File: config.mk
export PLATFORM = sky130hd
export DESIGN_NAME = enemy_wave_engine_flat
export DESIGN_NICKNAME = d
export VERILOG_FILES = /design/src/rtl/wave_pkg.sv /design/src/rtl/enemy_wave_engine_if.sv /design/src/rtl/bcd_counter4.sv /design/src/rtl/enemy_wave_engine.sv /design/src/flat_wrapper.sv
export SDC_FILE = /design/constraint.sdc
export NUM_CORES = 1
export LEC_CHECK = 0
export ABC_CLOCK_PERIOD_IN_PS = 9050
export BUFFER_PORTS_ARGS = -buffer_cell sky130_fd_sc_hd__buf_2
export CAP_MARGIN = 20
export CORE_ASPECT_RATIO = 0.8
export CORE_MARGIN = 2
export CORE_UTILIZATION = 55
export DETAILED_ROUTE_END_ITERATION = 10
export HOLD_SLACK_MARGIN = 0.15
export PLACE_DENSITY = 0.85
export SKIP_CTS_REPAIR_TIMING = 1
export SYNTH_ARGS = -nofsm -noshare
export SYNTH_HDL_FRONTEND = slang
export SYNTH_SLANG_ARGS = --single-unit
File: constraint.sdc
create_clock -name clk -period 9.05 [get_ports clk]
set_clock_uncertainty 0.15 [all_clocks]
set_input_delay 1.81 -clock clk [delete_from_list [all_inputs] [get_ports clk]]
set_output_delay 1.81 -clock clk [all_outputs]
set_load 0.02 [all_outputs]
File: src/rtl/wave_pkg.sv
// Shared game-state encodings and sizing helpers for the enemy wave engine
// and the state controller that drives it.
package wave_pkg;

  typedef enum logic [1:0] {
    ST_IDLE = 2'd0,
    ST_PLAY = 2'd1,
    ST_OVER = 2'd2
  } game_state_e;

  localparam int BCD_DIGIT_W = 4;
  localparam int BCD_DIGITS  = 4;

  // Smallest index width able to address n items; never narrower than one bit.
  function automatic int clog2(input int n);
    int r;
    r = 1;
    for (int k = 1; k < 31; k++) begin
      if ((1 << k) < n) begin
        r = k + 1;
      end else begin
        r = r;
      end
    end
    return r;
  endfunction

endpackage

File: src/rtl/enemy_wave_engine_if.sv
// Bundle between the game controller / pixel generator side and the wave engine.
interface enemy_wave_engine_if #(
  parameter int NUM_LANES = 8,
  parameter int V_W       = 10
);
  import wave_pkg::*;

  localparam int LANE_W = clog2(NUM_LANES);

  game_state_e                       game_state;
  logic                              tick;
  logic [LANE_W-1:0]                 rand_in;
  logic                              laser_fire;
  logic [LANE_W-1:0]                 laser_lane;
  logic [NUM_LANES-1:0]              enemy_active;
  logic [NUM_LANES*V_W-1:0]          enemy_v;
  logic                              hit_pulse;
  logic [LANE_W-1:0]                 hit_lane;
  logic                              breach;
  logic [2:0]                        level;
  logic [BCD_DIGITS*BCD_DIGIT_W-1:0] score_bcd;

  modport master (
    output game_state, tick, rand_in, laser_fire, laser_lane,
    input  enemy_active, enemy_v, hit_pulse, hit_lane, breach, level, score_bcd
  );

  modport slave (
    input  game_state, tick, rand_in, laser_fire, laser_lane,
    output enemy_active, enemy_v, hit_pulse, hit_lane, breach, level, score_bcd
  );

endinterface

File: src/rtl/bcd_counter4.sv
// Four-digit BCD up-counter with synchronous clear, saturating at 9999.
module bcd_counter4
  import wave_pkg::*;
(
  input  logic                              clk_i,
  input  logic                              rst_ni,
  input  logic                              clr_i,
  input  logic                              inc_i,
  output logic [BCD_DIGITS*BCD_DIGIT_W-1:0] bcd_o
);

  localparam int W = BCD_DIGITS * BCD_DIGIT_W;

  logic [W-1:0] bcd_q, bcd_d;
  logic         carry_s;

  // Ripple the +1 through the digits; an all-nines value is held.
  always_comb begin
    bcd_d   = bcd_q;
    carry_s = 1'b0;
    if (clr_i) begin
      bcd_d = '0;
    end else if (inc_i && (bcd_q != {BCD_DIGITS{4'd9}})) begin
      carry_s = 1'b1;
      for (int k = 0; k < BCD_DIGITS; k++) begin
        if (carry_s) begin
          if (bcd_q[k*BCD_DIGIT_W +: BCD_DIGIT_W] == 4'd9) begin
            bcd_d[k*BCD_DIGIT_W +: BCD_DIGIT_W] = 4'd0;
          end else begin
            bcd_d[k*BCD_DIGIT_W +: BCD_DIGIT_W] = bcd_q[k*BCD_DIGIT_W +: BCD_DIGIT_W] + 4'd1;
            carry_s = 1'b0;
          end
        end else begin
          bcd_d[k*BCD_DIGIT_W +: BCD_DIGIT_W] = bcd_q[k*BCD_DIGIT_W +: BCD_DIGIT_W];
        end
      end
    end else begin
      bcd_d = bcd_q;
    end
  end

  // Score register.
  always_ff @(posedge clk_i or negedge rst_ni) begin
    if (!rst_ni) begin
      bcd_q <= '0;
    end else begin
      bcd_q <= bcd_d;
    end
  end

  assign bcd_o = bcd_q;

endmodule

File: src/rtl/enemy_wave_engine.sv
// Enemy lane manager: timed spawning, laser hit resolution, descent with breach
// detection, kill-driven level ramp and BCD scoring, all on one clock with a tick enable.
module enemy_wave_engine
  import wave_pkg::*;
#(
  parameter int NUM_LANES       = 8,
  parameter int V_W             = 10,
  parameter int V_LIMIT         = 420,
  parameter int BASE_STEP       = 2,
  parameter int SPAWN_TICKS     = 32,
  parameter int KILLS_PER_LEVEL = 10,
  parameter int MAX_LEVEL       = 7
) (
  input  logic                clk,
  input  logic                rst,
  enemy_wave_engine_if.slave  bus
);

  localparam int LANE_W = clog2(NUM_LANES);
  localparam int TMR_W  = clog2(SPAWN_TICKS);
  localparam int KC_W   = clog2(KILLS_PER_LEVEL + 1);

  logic [NUM_LANES-1:0]     active_q, active_d;
  logic [NUM_LANES*V_W-1:0] v_q, v_d;
  logic                     hit_pulse_q, hit_pulse_d;
  logic [LANE_W-1:0]        hit_lane_q, hit_lane_d;
  logic                     breach_q, breach_d;
  logic [2:0]               level_q, level_d;
  logic [KC_W-1:0]          kill_q, kill_d;
  logic [TMR_W-1:0]         timer_q, timer_d;

  logic                     hit_s;
  logic                     idle_s;
  logic                     play_s;
  logic [LANE_W-1:0]        cand0_s, cand1_s;
  logic [V_W:0]             step_s, v_next_s;

  // Decode the shot and the two spawn candidates; an out-of-range lane never hits.
  always_comb begin
    idle_s  = (bus.game_state == ST_IDLE);
    play_s  = (bus.game_state == ST_PLAY);
    if (bus.laser_fire && (int'(bus.laser_lane) < NUM_LANES)) begin
      hit_s = active_q[bus.laser_lane];
    end else begin
      hit_s = 1'b0;
    end
    cand0_s = LANE_W'(int'(bus.rand_in) % NUM_LANES);
    cand1_s = LANE_W'((int'(cand0_s) + 1) % NUM_LANES);
    step_s  = (V_W+1)'(BASE_STEP) + (V_W+1)'(level_q);
  end

  // Next-state: hit first, then descent, then spawn.
  always_comb begin
    active_d    = active_q;
    v_d         = v_q;
    hit_pulse_d = hit_pulse_q;
    hit_lane_d  = hit_lane_q;
    breach_d    = breach_q;
    level_d     = level_q;
    kill_d      = kill_q;
    timer_d     = timer_q;
    v_next_s    = '0;
    case (bus.game_state)
      ST_IDLE: begin
        active_d    = '0;
        v_d         = '0;
        hit_pulse_d = 1'b0;
        hit_lane_d  = '0;
        breach_d    = 1'b0;
        level_d     = '0;
        kill_d      = '0;
        timer_d     = '0;
      end
      ST_PLAY: begin
        hit_pulse_d = hit_s;
        if (hit_s) begin
          active_d[bus.laser_lane]                = 1'b0;
          v_d[int'(bus.laser_lane)*V_W +: V_W]    = '0;
          hit_lane_d                              = bus.laser_lane;
          if (kill_q == KC_W'(KILLS_PER_LEVEL - 1)) begin
            kill_d  = '0;
            level_d = (level_q < 3'(MAX_LEVEL)) ? level_q + 3'd1 : level_q;
          end else begin
            kill_d  = kill_q + KC_W'(1);
          end
        end else begin
          hit_lane_d = hit_lane_q;
        end
        if (bus.tick) begin
          for (int i = 0; i < NUM_LANES; i++) begin
            if (active_q[i] && !(hit_s && (int'(bus.laser_lane) == i))) begin
              v_next_s = {1'b0, v_q[i*V_W +: V_W]} + step_s;
              if (v_next_s >= (V_W+1)'(V_LIMIT)) begin
                active_d[i]        = 1'b0;
                v_d[i*V_W +: V_W]  = '0;
                breach_d           = 1'b1;
              end else begin
                v_d[i*V_W +: V_W]  = v_next_s[V_W-1:0];
              end
            end else begin
              v_next_s = v_next_s;
            end
          end
          // A lane being hit is still active this cycle, so it is never a spawn target.
          if (timer_q == TMR_W'(SPAWN_TICKS - 1)) begin
            timer_d = '0;
            if (!active_q[cand0_s]) begin
              active_d[cand0_s]                 = 1'b1;
              v_d[int'(cand0_s)*V_W +: V_W]     = '0;
            end else if (!active_q[cand1_s]) begin
              active_d[cand1_s]                 = 1'b1;
              v_d[int'(cand1_s)*V_W +: V_W]     = '0;
            end else begin
              timer_d = '0;
            end
          end else begin
            timer_d = timer_q + TMR_W'(1);
          end
        end else begin
          timer_d = timer_q;
        end
      end
      default: begin
        timer_d = timer_q;
      end
    endcase
  end

  // Engine state registers; all outputs come straight from here.
  always_ff @(posedge clk or negedge rst) begin
    if (!rst) begin
      active_q    <= '0;
      v_q         <= '0;
      hit_pulse_q <= 1'b0;
      hit_lane_q  <= '0;
      breach_q    <= 1'b0;
      level_q     <= '0;
      kill_q      <= '0;
      timer_q     <= '0;
    end else begin
      active_q    <= active_d;
      v_q         <= v_d;
      hit_pulse_q <= hit_pulse_d;
      hit_lane_q  <= hit_lane_d;
      breach_q    <= breach_d;
      level_q     <= level_d;
      kill_q      <= kill_d;
      timer_q     <= timer_d;
    end
  end

  bcd_counter4 u_score (
    .clk_i  (clk),
    .rst_ni (rst),
    .clr_i  (idle_s),
    .inc_i  (play_s && hit_s),
    .bcd_o  (bus.score_bcd)
  );

  assign bus.enemy_active = active_q;
  assign bus.enemy_v      = v_q;
  assign bus.hit_pulse    = hit_pulse_q;
  assign bus.hit_lane     = hit_lane_q;
  assign bus.breach       = breach_q;
  assign bus.level        = level_q;

endmodule

File: src/flat_wrapper.sv
// flat-port wrapper written by rule: the top's interface ports become plain ports
module enemy_wave_engine_flat import wave_pkg::*;
#(
  parameter int NUM_LANES       = 8,
  parameter int V_W             = 10,
  parameter int V_LIMIT         = 420,
  parameter int BASE_STEP       = 2,
  parameter int SPAWN_TICKS     = 32,
  parameter int KILLS_PER_LEVEL = 10,
  parameter int MAX_LEVEL       = 7
)
  (clk, rst, bus_game_state, bus_tick, bus_rand_in, bus_laser_fire, bus_laser_lane, bus_enemy_active, bus_enemy_v, bus_hit_pulse, bus_hit_lane, bus_breach, bus_level, bus_score_bcd);
  enemy_wave_engine_if #(.NUM_LANES(NUM_LANES), .V_W(V_W)) bus_i ();
  input  logic clk;
  input  logic rst;
  input wire logic [$bits(bus_i.game_state)-1:0] bus_game_state;
  input wire logic [$bits(bus_i.tick)-1:0] bus_tick;
  input wire logic [$bits(bus_i.rand_in)-1:0] bus_rand_in;
  input wire logic [$bits(bus_i.laser_fire)-1:0] bus_laser_fire;
  input wire logic [$bits(bus_i.laser_lane)-1:0] bus_laser_lane;
  output wire logic [$bits(bus_i.enemy_active)-1:0] bus_enemy_active;
  output wire logic [$bits(bus_i.enemy_v)-1:0] bus_enemy_v;
  output wire logic [$bits(bus_i.hit_pulse)-1:0] bus_hit_pulse;
  output wire logic [$bits(bus_i.hit_lane)-1:0] bus_hit_lane;
  output wire logic [$bits(bus_i.breach)-1:0] bus_breach;
  output wire logic [$bits(bus_i.level)-1:0] bus_level;
  output wire logic [$bits(bus_i.score_bcd)-1:0] bus_score_bcd;
  assign bus_i.game_state = bus_game_state;
  assign bus_i.tick = bus_tick;
  assign bus_i.rand_in = bus_rand_in;
  assign bus_i.laser_fire = bus_laser_fire;
  assign bus_i.laser_lane = bus_laser_lane;
  assign bus_enemy_active = bus_i.enemy_active;
  assign bus_enemy_v = bus_i.enemy_v;
  assign bus_hit_pulse = bus_i.hit_pulse;
  assign bus_hit_lane = bus_i.hit_lane;
  assign bus_breach = bus_i.breach;
  assign bus_level = bus_i.level;
  assign bus_score_bcd = bus_i.score_bcd;
  enemy_wave_engine #(.NUM_LANES(NUM_LANES), .V_W(V_W), .V_LIMIT(V_LIMIT), .BASE_STEP(BASE_STEP), .SPAWN_TICKS(SPAWN_TICKS), .KILLS_PER_LEVEL(KILLS_PER_LEVEL), .MAX_LEVEL(MAX_LEVEL)) u_core (.clk(clk), .rst(rst), .bus(bus_i));
endmodule
==> results of run 1 <==
[path summary, 6_finish.rpt]
kind                       slack, ns  cells past startpoint                      end                 start
setup / recovery                2.07                     13   u_core.bus.enemy_v[37]        bus_rand_in[0]
hold / removal                  0.32                      2     u_core.bus.hit_pulse  u_core.bus.hit_pulse
setup reg to reg                4.27                     10   u_core.bus.enemy_v[34]   u_core.bus.level[1]
hold reg to reg                 0.32                      2     u_core.bus.hit_pulse  u_core.bus.hit_pulse
max in group asynchronous       6.45                      3   u_core.bus.enemy_v[75]                   rst
min in group asynchronous       1.24                      1  u_core.u_score.bcd_o[8]                   rst
[synth_stat cells (26+ instances only)]
| cell type | n | area [um^2] |
|---|---|---|
| o21ai_0 | 126 | 631 |
| a22o_1 | 26 | 228 |
| a31oi_1 | 34 | 213 |
| a21oi_1 | 118 | 591 |
| nor2_1 | 115 | 432 |
| ha_1 | 70 | 876 |
| nand3_1 | 62 | 310 |
| a21o_1 | 37 | 278 |
| nor3_1 | 48 | 240 |
| dfrtp_1 | 121 | 3030 |
| clkbuf_1 | 57 | 214 |
| nand2_1 | 212 | 796 |
| inv_1 | 63 | 236 |
| o22ai_1 | 37 | 231 |
[where the power goes]
| part | internal [W] | leakage [nW] | switching, W |
|---|---|---|---|
| sequential | 0.000556 | 1.68 | 0.0000230 |
| clock | 0.000419 | 0.290 | 0.000297 |
| combinational | 0.000113 | 4.13 | 0.000285 |
| total | 0.00109 | 6.09 | 0.000604 |
[worst max-delay path, stage by stage]
cell,delay [ns]
buf_2,0.55
clkinv_1,0.49
ha_1,0.97
nor4b_1,0.68
nor2b_1,0.23
ha_1,0.24
o21ai_0,0.23
nand2b_1,0.48
o311ai_1,0.46
o21ai_2,0.12
a221oi_4,0.36
o21bai_1,0.17
a221o_1,0.30
[metrics by stage]
stage	util (%)	std cells	power, W
after floorplan	-	1624	0.000829
after global placement	60.2	1987	0.000960
after detailed placement	60.2	1987	0.000963
after CTS	62.9	2019	0.00167
after global routing	63.0	2020	0.00174
final	63.0	2020	0.00169
[area by class of cell]
class / instances / area [um^2]
timing repair buffer: 140 / 766
clock inverter: 14 / 158
fill: 1865 / 8060
tap: 300 / 375
multi-input combinational: 1360 / 8720
sequential: 121 / 3030
clock buffer: 18 / 439
inverter: 67 / 251
[registers in the layout (all words and copies together) (netlist names)]
register                 flops
u_core.bus.enemy_v          80
u_core.bus.breach            1
u_core.kill_q                4
u_core.bus.enemy_active      8
u_core.bus.hit_pulse         1
u_core.u_score.bcd_o        16
u_core.bus.hit_lane          3
u_core.bus.level             3
u_core.timer_q               5
[per-layer routing]
| metal | wire [um] | track usage, % | up-vias |
|---|---|---|---|
| met5 | 0 | 0 | - |
| met4 | 1890 | 15.3 | 0 |
| met3 | 6270 | 10.5 | 174 |
| met2 | 19600 | 56.9 | 1151 |
| met1 | 19500 | 57.0 | 6698 |
| li1 | - | - | 6311 |
[kinds of logic after synthesis]
kind of cell	after synthesis	synth area share (%)
simple gates	610	23.8
fa+ha+maj	78	8.41
compound gates	614	33.8
xor+xnor	42	3.16
flops	121	24.6
mux	16	1.59
buf+inv	143	4.65
==> results by group, run 1 <==
Outcome
  • Status: finished clean

Timing
  • Final setup violation count: 0
  • Final hold violations: 0
  • Max Freq: 0.143 GHz
  • Fin. max-slew vios: 0
  • Period utilization: 77.1%
  • Worst Tran Pin Value: 1.18 ns
  • Total Neg Setup Slack: 0 ns
  • Final WS setup: 2.07 ns
  • Post-route minimum period: 6.98 ns
  • Rel. slew slack: 21.4%
  • Fin Hold WS: 0.325 ns
  • RSZ-0062 raised after global routing: false

Floorplanning
  • Number of I/O pins: 124
  • Chip height: 138 um
  • Initial core utilization: 56.5%
  • Die Wd: 171 um
  • # rows: 48
  • Core area: 21,800 um^2
  • Die Area: 23,600 um^2

Routing
  • Initial DRC Count: 2,387
  • Drt first pass iters: 6
  • Detailed Route WL: 47.2 mm
  • Mean routed wirelength per cell: 23.4 um
  • Avg Vias per Cell: 7.10
  • Via count: 14,300
  • Antenna-violating nets left: 0
  • Remaining DRCs: 0

Synthesis
  • Post-synthesis async set-or-reset flop share: 100%
  • Mapped Nets: 1,714
  • Mapped Avg Cell Area: 7.59 um^2
  • Ys Warns: 0
  • Netlist cell types: 91
  • Number of flops mapped to enable cells by yosys: 0
  • Register area share after synthesis: 24.6%
  • Post-synth top flop: dfrtp_1
  • Synth Instances: 1,624
  • Flops & latches, synth: 121
  • Synth Cell Area: 12,300 um^2

Placement
  • Count of input and output buffers: 123
  • Gpl congestion: 1.02
  • DP Wirelength: 34.8 mm
  • Area after DPL: 13,100 um^2
  • Pre-CTS setup slack: 1.92 ns

Final layout
  • Final instance area: 13,700 um^2
  • # diodes: 0
  • Nets: 1,797
  • Most common cell after layout, fill and taps aside: nand2_1
  • Most frequent cells in the layout: 212 x nand2_1, 126 x o21ai_0, 122 x buf_2, 121 x dfrtp_1, 118 x a21oi_1
  • Share of post-route cells with drive strength above 1: 12.7%
  • Area grow syn2layout: 11.5%

Clock tree
  • H-tree level count: 4
  • Clock-pin slew on the worst setup and hold paths: 0.06 ns
  • Max clock buf depth: 2
  • Root buf cell: clkbuf_16
  • Worst skew pair latency: 0.44 ns
  • Cts bufs inserted: 17
  • Sink Count: 121
  • CTS tree: yes

Worst setup path
  • Req. time, crit path: 9.21 ns
  • Critical path class: in -> reg
  • Crit path DAT: 7.14 ns
  • CP Max Fanout: 36
  • Startpoint Class: input port
  • CP Capture Type: flop

Hold path
  • Hold crit path type: reg -> reg

GRT
  • Pin count of the biggest net entering global routing: 75
  • GR Overflow Total: 0
  • Initial antenna violation count: 0
  • Vias in the first global route: 12,700
  • GRT Total Usage: 39.8%
  • First-pass GRT wire length: 72.6 mm

Power and ir drop
  • PwrDens: 123 nW/um^2
  • Lkg Pwr: 6.09 nW
  • Maximum VDD drop: 116 uV

Run
  • Maxcap violations: 0
(Power assumes the default switching activity.)
==> run 2, diff against run 1 <==
ABC_CLOCK_PERIOD_IN_PS = 5770   (was 9050)
PLACE_DENSITY = 0.88   (was 0.85)
clock period = 5.77 ns   (was 9.05 ns; I/O delays follow)
==> results by group, run 2 (synthesis results as in run 1) <==
Outcome
  • Status: finished clean

GRT
  • First-pass GRT wire length: 73.3 mm
  • GR Overflow Total: 0
  • Vias in the first global route: 13,200
  • Initial antenna violation count: 1
  • Pin count of the biggest net entering global routing: 68
  • GRT Total Usage: 39.7%

Power and ir drop
  • Total power: 0.00269 W
  • Lkg Pwr: 6.19 nW
  • Maximum VDD drop: 169 uV
  • PwrDens: 194 nW/um^2

Final layout
  • Area grow syn2layout: 12.8%
  • Max reg flops: 80
  • # diodes: 0
  • Non-Filler Instances: 2,039
  • Register area: 3030 um^2
  • Area of the multi-input gates: 8720 um^2
  • Most frequent cells in the layout: 212 x nand2_1, 126 x o21ai_0, 122 x buf_2, 121 x dfrtp_1, 118 x a21oi_1
  • Share of post-route cells with drive strength above 1: 13.6%
  • Final instance area: 13,900 um^2
  • Fill count: 1,887
  • Nets: 1,816
  • Most common cell after layout, fill and taps aside: nand2_1

Clock tree
  • Sink Count: 121
  • Root buf cell: clkbuf_16
  • Cts bufs inserted: 17
  • CTS tree: yes
  • Max clock buf depth: 2
  • Clock-pin slew on the worst setup and hold paths: 0.06 ns
  • Worst skew pair latency: 0.44 ns
  • H-tree level count: 4

Routing
  • Mean routed wirelength per cell: 22.9 um
  • Via count: 14,400
  • Antenna-violating nets left: 0
  • Avg Vias per Cell: 7.08
  • Initial DRC Count: 2,326
  • Drt first pass iters: 9
  • Remaining DRCs: 0
  • Detailed Route WL: 46.7 mm

Floorplanning
  • Initial core utilization: 56.5%
  • Number of I/O pins: 124
  • Die Area: 23,600 um^2
  • # rows: 48
  • Chip height: 138 um
  • Die Wd: 171 um
  • Core area: 21,800 um^2

Worst setup path
  • Crit path DAT: 5.16 ns
  • CP Capture Type: flop
  • CP Max Fanout: 14
  • Req. time, crit path: 5.94 ns
  • Critical path class: in -> reg
  • Startpoint Class: input port

Run
  • Maxcap violations: 0

Timing
  • Final hold violations: 0
  • Max Freq: 0.200 GHz
  • RSZ-0062 raised after global routing: false
  • Final setup violation count: 0
  • Rel. slew slack: 30.7%
  • Worst Tran Pin Value: 1.03 ns
  • Post-route minimum period: 4.99 ns
  • Total Neg Setup Slack: 0 ns
  • Fin. max-slew vios: 0
  • Period utilization: 86.6%

Hold path
  • Hold crit path type: reg -> reg

Placement
  • Count of input and output buffers: 123
  • Gpl congestion: 1.08
  • DP Wirelength: 35.1 mm
  • Placed insts: 2,007
  • Area after DPL: 13,300 um^2
-- run 2: cell count changes in the layout (fill, tap and decap cells not counted), sizes merged --
cell / previous run / this run
clkinv: 5 / 6
bufinv: 2 / 3
inv: 72 / 70
buf: 140 / 159
-- run 2: report_power, final --
group          switching [W]  internal (W)  leakage [nW]  total (W)
Clock               0.000468      0.000692         0.296    0.00116
Sequential         0.0000341      0.000871          1.68   0.000905
Combinational       0.000440      0.000188          4.22   0.000628
Total               0.000942       0.00175          6.19    0.00269
-- run 2: cell type report --
type                       instances  area share [%]
sequential                       121            21.8
clock inverter                    14            1.36
timing repair buffer             159            6.53
inverter                          67            1.81
clock buffer                      18            3.09
tap                              300            2.70
multi-input combinational       1360            62.7
-- run 2: stage by stage --
step	hold slack, ns	utilization, %	worst slack, ns
2_1_floorplan	0.312	-	0.652
3_3_place_gp	0.330	60.8	0.547
3_5_place_dp	0.336	60.9	0.427
4_1_cts	0.344	63.8	0.872
5_1_grt	0.380	63.8	0.484
6_report	0.353	63.8	0.776
-- run 2: path summary, 6_finish.rpt --
kind                       cells after the start  slack (ns)                       end                 from
min in group asynchronous                      1        0.46  u_core.u_score.bcd_o[11]                  rst
hold reg to reg                                1        0.35          u_core.kill_q[2]     u_core.kill_q[2]
setup / recovery                              12        0.78    u_core.bus.enemy_v[37]       bus_rand_in[1]
setup reg to reg                              12        1.15    u_core.bus.enemy_v[37]  u_core.bus.level[1]
hold / removal                                 1        0.35          u_core.kill_q[2]     u_core.kill_q[2]
max in group asynchronous                      2        3.90    u_core.bus.enemy_v[68]                  rst
-- run 2: routing by layer --
metal	wire [um]	GRT usage, %	up-vias
met4	2370	18.6	2
met5	13	0	-
met1	18500	53.8	6713
met3	6390	12.0	233
met2	19500	57.9	1145
li1	-	-	6340
-- run 2: critical path, stage by stage --
cell and delay [ns]:
buf_2 0.23, inv_1 0.16, ha_1 0.53, ha_1 0.62, nor3_1 0.11, ha_1 0.54
nand2_1 0.14, nor4_2 0.49, nand3_1 0.23, a221oi_4 0.47, o21bai_1 0.17, a221o_1 0.30
